==> src/rtl/hdc_frame_assembler_pkg.sv <==
// Shared types and constants for the HDC frame assembler slice.
// Latency: n/a (package only).
// Backpressure: n/a (package only).
//
// Widths come from the shared const.vh. The fallbacks below apply only when
// that header has not been included ahead of this file.
`ifndef INPUT_CHANNELS
`define INPUT_CHANNELS 64
`endif
`ifndef RAW_WIDTH
`define RAW_WIDTH 15
`endif
`ifndef MODE_WIDTH
`define MODE_WIDTH 2
`endif
`ifndef LABEL_WIDTH
`define LABEL_WIDTH 5
`endif

package hdc_frame_assembler_pkg;

  localparam int MODE_W  = `MODE_WIDTH;
  localparam int LABEL_W = `LABEL_WIDTH;

  // COLLECT: gathering samples. HOLD: collect buffer full, waiting for the slot.
  typedef enum logic {
    COLLECT = 1'b0,
    HOLD    = 1'b1
  } asmState_t;

  // Channel index width; a 1-channel frame still needs a 1-bit index.
  function automatic int idxWidth(input int n);
    return (n > 1) ? $clog2(n) : 1;
  endfunction

endpackage

==> src/rtl/hdc_frame_assembler_if.sv <==
// Sample-in / frame-out bus of the frame assembler.
// Latency: n/a (signal bundle only).
// Backpressure: SampleValid/SampleReady upstream, ValidOut/ReadyIn downstream.
//
// slave  : the assembler (takes samples, presents frames).
// master : the environment (drives samples, consumes frames).
interface hdc_frame_assembler_if #(
  parameter int CHANNELS = `INPUT_CHANNELS,
  parameter int SAMPLE_W = `RAW_WIDTH,
  parameter int LANE_W   = 16
);
  import hdc_frame_assembler_pkg::*;

  localparam int IDX_W = idxWidth(CHANNELS);

  logic                         SampleValid_SI;
  logic                         SampleReady_SO;
  logic [SAMPLE_W-1:0]          Sample_DI;
  logic                         SampleLast_SI;
  logic [MODE_W-1:0]            ModeIn_SI;
  logic [LABEL_W-1:0]           LabelIn_DI;
  logic [IDX_W-1:0]             ChannelIdx_DO;
  logic                         ValidOut_SO;
  logic                         ReadyIn_SI;
  logic [MODE_W-1:0]            ModeOut_SO;
  logic [LABEL_W-1:0]           LabelOut_DO;
  logic [CHANNELS*LANE_W-1:0]   Raw_DO;
  logic                         FrameError_SO;

  modport slave (
    input  SampleValid_SI, Sample_DI, SampleLast_SI, ModeIn_SI, LabelIn_DI, ReadyIn_SI,
    output SampleReady_SO, ChannelIdx_DO, ValidOut_SO, ModeOut_SO, LabelOut_DO, Raw_DO,
           FrameError_SO
  );

  modport master (
    output SampleValid_SI, Sample_DI, SampleLast_SI, ModeIn_SI, LabelIn_DI, ReadyIn_SI,
    input  SampleReady_SO, ChannelIdx_DO, ValidOut_SO, ModeOut_SO, LabelOut_DO, Raw_DO,
           FrameError_SO
  );

endinterface

==> src/rtl/hdc_frame_slot.sv <==
// Output slot: one registered frame presented with valid/ready toward hdc_top.
// Latency: Load_SI on cycle t -> ValidOut_SO=1 on cycle t+1.
// Backpressure: contents held stable while ValidOut_SO=1 and ReadyIn_SI=0.
//
// Ports: Load_SI/Raw_DI/Mode_DI/Label_DI write the slot (only when Free_SO);
// Free_SO = slot empty or handshaking this cycle; ValidOut_SO, Raw_DO,
// Mode_DO, Label_DO are the registered frame outputs.
module hdc_frame_slot
  import hdc_frame_assembler_pkg::*;
#(
  parameter int RAW_W = 1024
) (
  input  logic               Clk_CI,
  input  logic               Reset_RI,
  input  logic               Load_SI,
  input  logic [RAW_W-1:0]   Raw_DI,
  input  logic [MODE_W-1:0]  Mode_DI,
  input  logic [LABEL_W-1:0] Label_DI,
  input  logic               ReadyIn_SI,
  output logic               Free_SO,
  output logic               ValidOut_SO,
  output logic [RAW_W-1:0]   Raw_DO,
  output logic [MODE_W-1:0]  Mode_DO,
  output logic [LABEL_W-1:0] Label_DO
);

  assign Free_SO = ~ValidOut_SO | ReadyIn_SI;

  always_ff @(posedge Clk_CI or negedge Reset_RI) begin
    if (!Reset_RI) begin
      ValidOut_SO <= 1'b0;
      Raw_DO      <= '0;
      Mode_DO     <= '0;
      Label_DO    <= '0;
    end else if (Load_SI) begin
      // A load in the handshake cycle keeps ValidOut_SO high with no bubble.
      ValidOut_SO <= 1'b1;
      Raw_DO      <= Raw_DI;
      Mode_DO     <= Mode_DI;
      Label_DO    <= Label_DI;
    end else if (ReadyIn_SI) begin
      ValidOut_SO <= 1'b0;
    end
  end

endmodule

==> src/rtl/hdc_frame_assembler.sv <==
// Packs per-channel samples into one wide frame for hdc_top (collect buffer + output slot).
// Latency: last sample accepted on cycle t -> ValidOut_SO=1 on cycle t+1 when the slot is free.
// Backpressure: SampleReady_SO drops only while a complete frame waits behind an occupied slot.
//
// Ports: Clk_CI, Reset_RI (async, active-low) and the slave side of
// hdc_frame_assembler_if (sample input, frame output, ChannelIdx_DO, FrameError_SO).
module hdc_frame_assembler
  import hdc_frame_assembler_pkg::*;
#(
  parameter int CHANNELS = `INPUT_CHANNELS,
  parameter int SAMPLE_W = `RAW_WIDTH,
  parameter int LANE_W   = 16
) (
  input  logic                  Clk_CI,
  input  logic                  Reset_RI,
  hdc_frame_assembler_if.slave  Bus
);

  localparam int IDX_W = idxWidth(CHANNELS);
  localparam int RAW_W = CHANNELS * LANE_W;

  asmState_t          state;
  logic               sampleReady;
  logic [IDX_W-1:0]   chanIdx;
  logic               frameError;

  logic [RAW_W-1:0]   collectRaw,   collectRawNext;
  logic [MODE_W-1:0]  collectMode,  collectModeNext;
  logic [LABEL_W-1:0] collectLabel, collectLabelNext;

  logic accept, atLastIdx, complete, framingErr, slotFree, slotLoad;

  assign accept     = Bus.SampleValid_SI & sampleReady;
  assign atLastIdx  = (chanIdx == IDX_W'(CHANNELS - 1));
  assign complete   = accept & atLastIdx & Bus.SampleLast_SI;
  assign framingErr = accept & (Bus.SampleLast_SI != atLastIdx);

  // Collect buffer with this cycle's sample merged in. In HOLD nothing is
  // accepted, so this equals the held frame and serves as the slot load data
  // in both states.
  always_comb begin
    collectRawNext   = collectRaw;
    collectModeNext  = collectMode;
    collectLabelNext = collectLabel;
    if (accept) begin
      collectRawNext[int'(chanIdx)*LANE_W +: LANE_W] = LANE_W'(Bus.Sample_DI);
      if (chanIdx == '0) begin
        collectModeNext  = Bus.ModeIn_SI;
        collectLabelNext = Bus.LabelIn_DI;
      end
    end
  end

  assign slotLoad = (state == HOLD) ? slotFree : (complete & slotFree);

  always_ff @(posedge Clk_CI or negedge Reset_RI) begin
    if (!Reset_RI) begin
      state        <= COLLECT;
      sampleReady  <= 1'b1;
      chanIdx      <= '0;
      frameError   <= 1'b0;
      collectRaw   <= '0;
      collectMode  <= '0;
      collectLabel <= '0;
    end else begin
      collectRaw   <= collectRawNext;
      collectMode  <= collectModeNext;
      collectLabel <= collectLabelNext;
      // A framing error restarts at channel 0; stale lanes of the discarded
      // frame are overwritten before the next frame can complete.
      if (accept) begin
        chanIdx <= (framingErr | atLastIdx) ? '0 : chanIdx + IDX_W'(1);
      end
      if (framingErr) begin
        frameError <= 1'b1;
      end
      case (state)
        COLLECT: begin
          if (complete & ~slotFree) begin
            state       <= HOLD;
            sampleReady <= 1'b0;
          end
        end
        HOLD: begin
          if (slotFree) begin
            state       <= COLLECT;
            sampleReady <= 1'b1;
          end
        end
        default: begin
          state       <= COLLECT;
          sampleReady <= 1'b1;
        end
      endcase
    end
  end

  logic               slotValid;
  logic [RAW_W-1:0]   slotRaw;
  logic [MODE_W-1:0]  slotMode;
  logic [LABEL_W-1:0] slotLabel;

  hdc_frame_slot #(
    .RAW_W (RAW_W)
  ) uSlot (
    .Clk_CI      (Clk_CI),
    .Reset_RI    (Reset_RI),
    .Load_SI     (slotLoad),
    .Raw_DI      (collectRawNext),
    .Mode_DI     (collectModeNext),
    .Label_DI    (collectLabelNext),
    .ReadyIn_SI  (Bus.ReadyIn_SI),
    .Free_SO     (slotFree),
    .ValidOut_SO (slotValid),
    .Raw_DO      (slotRaw),
    .Mode_DO     (slotMode),
    .Label_DO    (slotLabel)
  );

  assign Bus.SampleReady_SO = sampleReady;
  assign Bus.ChannelIdx_DO  = chanIdx;
  assign Bus.FrameError_SO  = frameError;
  assign Bus.ValidOut_SO    = slotValid;
  assign Bus.Raw_DO         = slotRaw;
  assign Bus.ModeOut_SO     = slotMode;
  assign Bus.LabelOut_DO    = slotLabel;

endmodule

==> src/flat_wrapper.sv <==
// flat-port wrapper written by rule: the top's interface ports become plain ports
module hdc_frame_assembler_flat import hdc_frame_assembler_pkg::*;
#(
  parameter int CHANNELS = `INPUT_CHANNELS,
  parameter int SAMPLE_W = `RAW_WIDTH,
  parameter int LANE_W   = 16
)
  (Clk_CI, Reset_RI, Bus_SampleValid_SI, Bus_Sample_DI, Bus_SampleLast_SI, Bus_ModeIn_SI, Bus_LabelIn_DI, Bus_ReadyIn_SI, Bus_SampleReady_SO, Bus_ChannelIdx_DO, Bus_ValidOut_SO, Bus_ModeOut_SO, Bus_LabelOut_DO, Bus_Raw_DO, Bus_FrameError_SO);
  hdc_frame_assembler_if #(.CHANNELS(CHANNELS), .SAMPLE_W(SAMPLE_W), .LANE_W(LANE_W)) Bus_i ();
  input  logic Clk_CI;
  input  logic Reset_RI;
  input wire logic [$bits(Bus_i.SampleValid_SI)-1:0] Bus_SampleValid_SI;
  input wire logic [$bits(Bus_i.Sample_DI)-1:0] Bus_Sample_DI;
  input wire logic [$bits(Bus_i.SampleLast_SI)-1:0] Bus_SampleLast_SI;
  input wire logic [$bits(Bus_i.ModeIn_SI)-1:0] Bus_ModeIn_SI;
  input wire logic [$bits(Bus_i.LabelIn_DI)-1:0] Bus_LabelIn_DI;
  input wire logic [$bits(Bus_i.ReadyIn_SI)-1:0] Bus_ReadyIn_SI;
  output wire logic [$bits(Bus_i.SampleReady_SO)-1:0] Bus_SampleReady_SO;
  output wire logic [$bits(Bus_i.ChannelIdx_DO)-1:0] Bus_ChannelIdx_DO;
  output wire logic [$bits(Bus_i.ValidOut_SO)-1:0] Bus_ValidOut_SO;
  output wire logic [$bits(Bus_i.ModeOut_SO)-1:0] Bus_ModeOut_SO;
  output wire logic [$bits(Bus_i.LabelOut_DO)-1:0] Bus_LabelOut_DO;
  output wire logic [$bits(Bus_i.Raw_DO)-1:0] Bus_Raw_DO;
  output wire logic [$bits(Bus_i.FrameError_SO)-1:0] Bus_FrameError_SO;
  assign Bus_i.SampleValid_SI = Bus_SampleValid_SI;
  assign Bus_i.Sample_DI = Bus_Sample_DI;
  assign Bus_i.SampleLast_SI = Bus_SampleLast_SI;
  assign Bus_i.ModeIn_SI = Bus_ModeIn_SI;
  assign Bus_i.LabelIn_DI = Bus_LabelIn_DI;
  assign Bus_i.ReadyIn_SI = Bus_ReadyIn_SI;
  assign Bus_SampleReady_SO = Bus_i.SampleReady_SO;
  assign Bus_ChannelIdx_DO = Bus_i.ChannelIdx_DO;
  assign Bus_ValidOut_SO = Bus_i.ValidOut_SO;
  assign Bus_ModeOut_SO = Bus_i.ModeOut_SO;
  assign Bus_LabelOut_DO = Bus_i.LabelOut_DO;
  assign Bus_Raw_DO = Bus_i.Raw_DO;
  assign Bus_FrameError_SO = Bus_i.FrameError_SO;
  hdc_frame_assembler #(.CHANNELS(CHANNELS), .SAMPLE_W(SAMPLE_W), .LANE_W(LANE_W)) u_core (.Clk_CI(Clk_CI), .Reset_RI(Reset_RI), .Bus(Bus_i));
endmodule
==> config.mk <==
export PLATFORM = sky130hd
export DESIGN_NAME = hdc_frame_assembler_flat
export DESIGN_NICKNAME = d
export VERILOG_FILES = /design/src/rtl/hdc_frame_assembler_pkg.sv /design/src/rtl/hdc_frame_assembler_if.sv /design/src/rtl/hdc_frame_slot.sv /design/src/rtl/hdc_frame_assembler.sv /design/src/flat_wrapper.sv
export SDC_FILE = /design/constraint.sdc
export NUM_CORES = 2
export LEC_CHECK = 0
export ABC_AREA = 1
export CAP_MARGIN = 20
export CORE_AREA = 2 2 496 596
export DETAILED_ROUTE_END_ITERATION = 12
export DIE_AREA = 0 0 498 598
export PLACE_DENSITY_LB_ADDON = 0.2
export SLEW_MARGIN = 20
export SYNTH_ARGS = -nofsm -noshare
export SYNTH_HDL_FRONTEND = slang
export SYNTH_SLANG_ARGS = --single-unit
==> constraint.sdc <==
create_clock -name Clk_CI -period 2.9 [get_ports Clk_CI]
set_input_delay 0.87 -clock Clk_CI [delete_from_list [all_inputs] [get_ports Clk_CI]]
set_output_delay 0.87 -clock Clk_CI [all_outputs]
set_load 0.01 [all_outputs]
### After elaboration in Yosys (flattened, before gate mapping)

Index checks and enable logic that the tools add are counted.

* bits in registers: 2072
* logic and storage cells: 49
* output and inout port bits: 1040
* input bits: 27

* reduce and logical (&&, ||, !) cells: 3
* bitwise logic cells: 11
* equal/unequal tests: 4
* mux-type cells: 16
* add/subtract/negate cells: 2
* shift-type cells: 2

Operator list (number)
* $bwmux 1024: 1
* $mux 1024: 1
* $shift 16x33->1024 const A: 1
* $shiftx 16x33->1024: 1
* $neg 10->33: 1
* $mux 5: 2
* $mux 1: 7
* $add 6x1->6 const B: 1
* $and 1x1->1: 6
* $eq 6x6->1 const B: 1
* $logic_not 6->1: 1
* $mux 6: 1
* $mux 2: 2
* $pmux 1 s2: 2
* $not 1->1: 3
* $ne 2x1->1 const B: 1
* $ne 2x2->1 const B: 1
* $or 1x1->1: 2
* $reduce_and 2->1: 1
* $reduce_bool 2->1: 1
* $ne 1x1->1: 1

### Depth between registers and ports, before layout

* depth in word-level cells: 6
* depth in mapped cells: 17
* depth with buffers taken out: 15

### By module

A second synthesis with hierarchy kept.

* cell total of the unflattened synthesis: 9627
* area, all modules: 82824.4 um^2

By module, submodules not included
* hdc_frame_assembler: area an instance 43932.1 um^2, cells an instance 5269, instances 1, seq. area each 26026.2 um^2
* hdc_frame_slot: area an instance 38892.3 um^2, cells an instance 4358, instances 1, seq. area each 25824.8 um^2

### Least setup slack after synthesis

Ideal clock, no wire load.

* path kind: reg2reg
* start: reg u_core.chanIdx[0] (netlist: u_core.Bus.ChannelIdx_DO[0])
* end: reg u_core.uSlot.Raw_DO[764]
* required time: 2783 ps
* path buffers: 3
* stages on the path, launching flop included: 14
* slack: 178 ps
* arrival time: 2605 ps
* clock period less this slack: 2722 ps
* setup time: 117 ps
* cell sequence: dfrtp_1 inv_1 clkbuf_1 ha_1 inv_1 clkbuf_1 nand4_1 nor2_2 nand3_1 clkbuf_1 nand2_1 nand2_1 nand2_1 nand2_1

* elaborated cells on any way between the ends: 10
* classes of those cells: add/sub: 1; eq/ne: 1; shift: 2; mux: 3; bitwise: 3

RTL lines
* start, declared: line hdc_frame_assembler.sv:24 `logic [IDX_W-1:0] chanIdx;`
* start signal, assigned: line hdc_frame_assembler.sv:72 `chanIdx <= (framingErr | atLastIdx) ? '0 : chanIdx + IDX_W'(1);`
* $neg 10->33 *: line hdc_frame_assembler.sv:46 `collectRawNext[int'(chanIdx)*LANE_W +: LANE_W] = LANE_W'(Bus.Sample_DI);`
* $shiftx 16x33->1024 or $shift 16x33->1024 (tied branches): line hdc_frame_assembler.sv:46
* $bwmux 1024 *: line hdc_frame_assembler.sv:46
* $mux 1024 *: line hdc_frame_assembler.sv:45 `if (accept) begin`
* net u_core.collectRawNext[764]: line hdc_frame_assembler.sv:27 `logic [RAW_W-1:0] collectRaw, collectRawNext;`
* end signal, assigned: line hdc_frame_slot.sv:38 `Raw_DO <= Raw_DI;`
* end, declared: line hdc_frame_slot.sv:22 `output logic [RAW_W-1:0] Raw_DO,`

Mark *: on every way through the listed nets, which the timed path passes. The rest lies on a longest branch.
A chain may end at the register's enable or synchronous reset.

### Worst setup path in the final report

* start: reg u_core.uSlot.Raw_DO[1000]
* end: out Bus_Raw_DO[1000]

RTL lines
* end, declared: line flat_wrapper.sv:23 `output wire logic [$bits(Bus_i.Raw_DO)-1:0] Bus_Raw_DO;`

No word-level cell between the ends.

==> out/qor.txt <==
status: finished clean
Mapped Area: 87,230 um2
HP Class: reg2reg
clock slew at reported path FFs: 0.07 ns
initial antenna violation count: 25
Distinct cells, synth: 38
Rel. slew slack: 0.4815
Hold WS: 0.4473 ns
GRT met3 Usage: 0.05835
DP HPWL: 296.1 mm
core area: 292,700 um2
post-synthesis net count: 10,493
RSZ-0062 raised after global routing: true
GPL Wtd Cong: 0.9080
area grow syn2layout: 36.45%
GRT Total Usage: 0.2537
Power per Cell Area: 755.7 nW/um2
CTS Buf Count: 224
Max Fclk: 348.9 MHz
die width: 498 um
maximum number of pins on one net before global-route repair: 99
CP Cell Sequence: clkdlybuf4s50_1
hold path endpoint: u_core.uSlot.Raw_DO[463]
Ports: 1,067
Avg WL per Cell: 24.01 um
min-delay src: u_core.collectRaw[463]
Syn Area/Cell: 8.337 um2
Final Critical Period: 2.866 ns
Worst EP arrival: 2.00 ns
first-pass GRT wire length: 546.8 mm
slowest CP cell: clkdlybuf4s50_1
Clock Latency Late Sink: 0.92 ns
Layout Nets: 12,136
vias in the first global route: 74,597
Root Buffer: clkbuf_16
total iterations of the first detailed-routing run: 6
Slew @ Worst Pin: 0.7749 ns
M2 GR Usage: 0.3959
CTS tree: done
grt peak-use layer: met2
critical path fanouts, max: 2
clk_skew: 0.08825 ns
fillcell total: 29,288
WL final: 387.6 mm
Hold Path Depth: 2
CP startpoint kind: flop
Leak Pwr: 60.78 nW
max cap viols: 0
gr ovfl total: 0
Final WS setup: 0.03414 ns
post-route insts no fill: 16,145
Levels on crit path: 1
CP Capture Type: primary output
Clock Sinks: 2,072
H-Tree Depth: 4
Reg2Reg Setup Slack: 0.04 ns
Vias/cell: 4.698
reg-to-reg startpoint: u_core.Bus.ChannelIdx_DO[0]
grt met1 use: 0.3212
Die Y: 598 um
Worst IR Drop VDD: 521.8 uV
Slew Viols, Final: 0
fin util: 0.4067
top cell type's share of synthesized area: 0.5941
Crit Path Category: reg2out
Port Buffers: 1,066
fin crit share: 0.9882
sum of buffers and inverters on the critical path: 1
DIE AREA: 297,800 um2
Worst R2R Path Depth: 13
synthesized instance count: 10,463
ANT nets after route: 0
pre-CTS setup slack: -0.5934 ns
Clock Tree Buf Depth: 4
DR vias: 75,847
Post-synth ARST share: 1.000
synth top area cells: dfrtp_1, nand2_1, inv_1
Critical Path RT: 2.03 ns
Main synth FF type: dfrtp_1
register area share after synthesis: 0.5944
DRC errors left: 0
share of post-route cells with drive strength above 1: 0.1208
Starting Density: 0.2980
cell taking the most area after synthesis: dfrtp_1
Worst path max stage delay: 0.59 ns
# placed instances: 15,674
Std-Cell Rows: 218
DRT iter0 DRCs: 6,292
Syn. warnings: 0
Final setup viols: 0
Hold Vio Cnt, Final: 0
R2R Path End: u_core.uSlot.Raw_DO[128]
number of synthesized register bits: 2,072
number of synthesized flops with an enable pin: 0
Top delay family on crit path: buffers and inverters
kinds of logic (layout without fill, tap and decap cells):
kind of cell | after synthesis | in the layout | share of synthesized area
DFF | 2072 | 2072 | 0.5944
AOI/OAI and AO/OA | 316 | 316 | 0.01949
and+or+nand+nor | 6084 | 6084 | 0.2969
xor gates and xnor gates | 1 | 1 | 0.0001004
buffers and inverters | 1987 | 3804 | 0.08870
adders and majority gates | 3 | 3 | 0.0004304
other | 0 | 15 | 0
timing repair:
action,in CTS,in global routing
setup buffers,8,33
hold buffers,1,0
hold endpoints to repair,10,0
resized for setup,194,170
gates cloned,0,14
endpoints found under the setup margin,728,1018
pin swaps,6,24
flip-flops by register name, indices dropped and copies added, names as in the netlist:
register                   count
u_core.collectRaw           1024
u_core.uSlot.Label_DO          5
u_core.collectMode             2
u_core.state                   1
u_core.collectLabel            5
u_core.Bus.SampleReady_SO      1
u_core.uSlot.ValidOut_SO       1
u_core.uSlot.Raw_DO         1024
u_core.Bus.FrameError_SO       1
u_core.uSlot.Mode_DO           2
u_core.Bus.ChannelIdx_DO       6
per-stage QoR:
| stage | cell area [um2] | total power [mW] | TNS [ns] |
|---|---|---|---|
| floorplan | 87230 | 46.64 | 0 |
| global placement | 110200 | 59.16 | -435.59 |
| detailed placement | 110300 | 59.55 | -396.19 |
| CTS | 118100 | 90.37 | -0.08742 |
| global route | 119000 | 94.43 | -0.3809 |
| finish | 119000 | 89.95 | 0 |
synth_stat cells (5+ instances only):
library cell,n
nand3_1,849
nor2_2,8
a21boi_0,6
a31oi_1,7
nand2_1,4307
nand3b_1,8
clkbuf_1,314
nand2_2,8
nor3_1,5
o21ai_1,48
nor2_1,151
buf_4,7
o21ai_0,226
and2_1,245
inv_1,1408
buf_2,196
dfrtp_1,2071
o21ai_2,19
nand4_1,492
buf_1,55
power by group:
| group | switching [mW] | internal, mW |
|---|---|---|
| clock | 12.5 | 17.9 |
| sequential | 2.12 | 33.8 |
| combinational | 14.9 | 8.75 |
worst max path at each step:
stage	start	end	slack, ns
4_1_cts	u_core.Bus.ChannelIdx_DO[1]	u_core.uSlot.Raw_DO[663]	-0.02
2_1_floorplan	u_core.Bus.ChannelIdx_DO[0]	u_core.uSlot.Raw_DO[764]	0.18
5_1_grt	u_core.Bus.ChannelIdx_DO[1]	u_core.uSlot.Raw_DO[210]	-0.03
6_report	u_core.uSlot.Raw_DO[1000]	Bus_Raw_DO[1000]	0.03
3_5_place_dp	u_core.Bus.ChannelIdx_DO[1]	u_core.uSlot.Raw_DO[977]	-0.59
3_3_place_gp	u_core.Bus.ChannelIdx_DO[1]	u_core.uSlot.Raw_DO[977]	-0.59
metal layers:
layer,routed length [um],vias to the layer above,part of all wire
met5,13,-,0.000034
li1,-,35482,-
met2,174700,2638,0.45
met1,158800,37086,0.41
met4,26560,2,0.069
met3,27600,639,0.071
worst reg2reg max path: stages, from the launching register on:
cell and delay, ns:
dfrtp_1 0.35, inv_1 0.06, ha_2 0.21, or2_2 0.30
nand2_2 0.10, buf_4 0.16, inv_2 0.09, buf_4 0.20
nor2_1 0.54, buf_4 0.27, nand2_1 0.15, nand4_1 0.16
nand3_1 0.13, nand2_1 0.08
cell type report:
class                   instances  area (um2)  area share
repair buffers               1990       21040      0.1768
clock inverters                78        1134    0.009524
multi-input cells            6404       28210      0.2370
diodes                         15       37.54   0.0003154
clock buffers                 322        6556     0.05508
inverters                    1414        5365     0.04508
well taps                    3850        4817     0.04047
flip-flops and latches       2072       51870      0.4358
placed cells by master (no fill, tap or decap), drive strengths merged, types with 6 or more instances in the layout:
cell type,n
nor2,164
nand2,4315
nor3,7
nand3,851
and2,245
inv,1415
buf,917
clkinv,37
nand4,492
o21ai,294
nand3b,8
dlygate4sd2,122
dfrtp,2071
dlymetal6s2s,23
clkinvlp,15
a31oi,7
clkbuf,331
a21boi,6
clkdlybuf4s50,917
bufinv,25
diode,15
(Power assumes the default switching activity.)
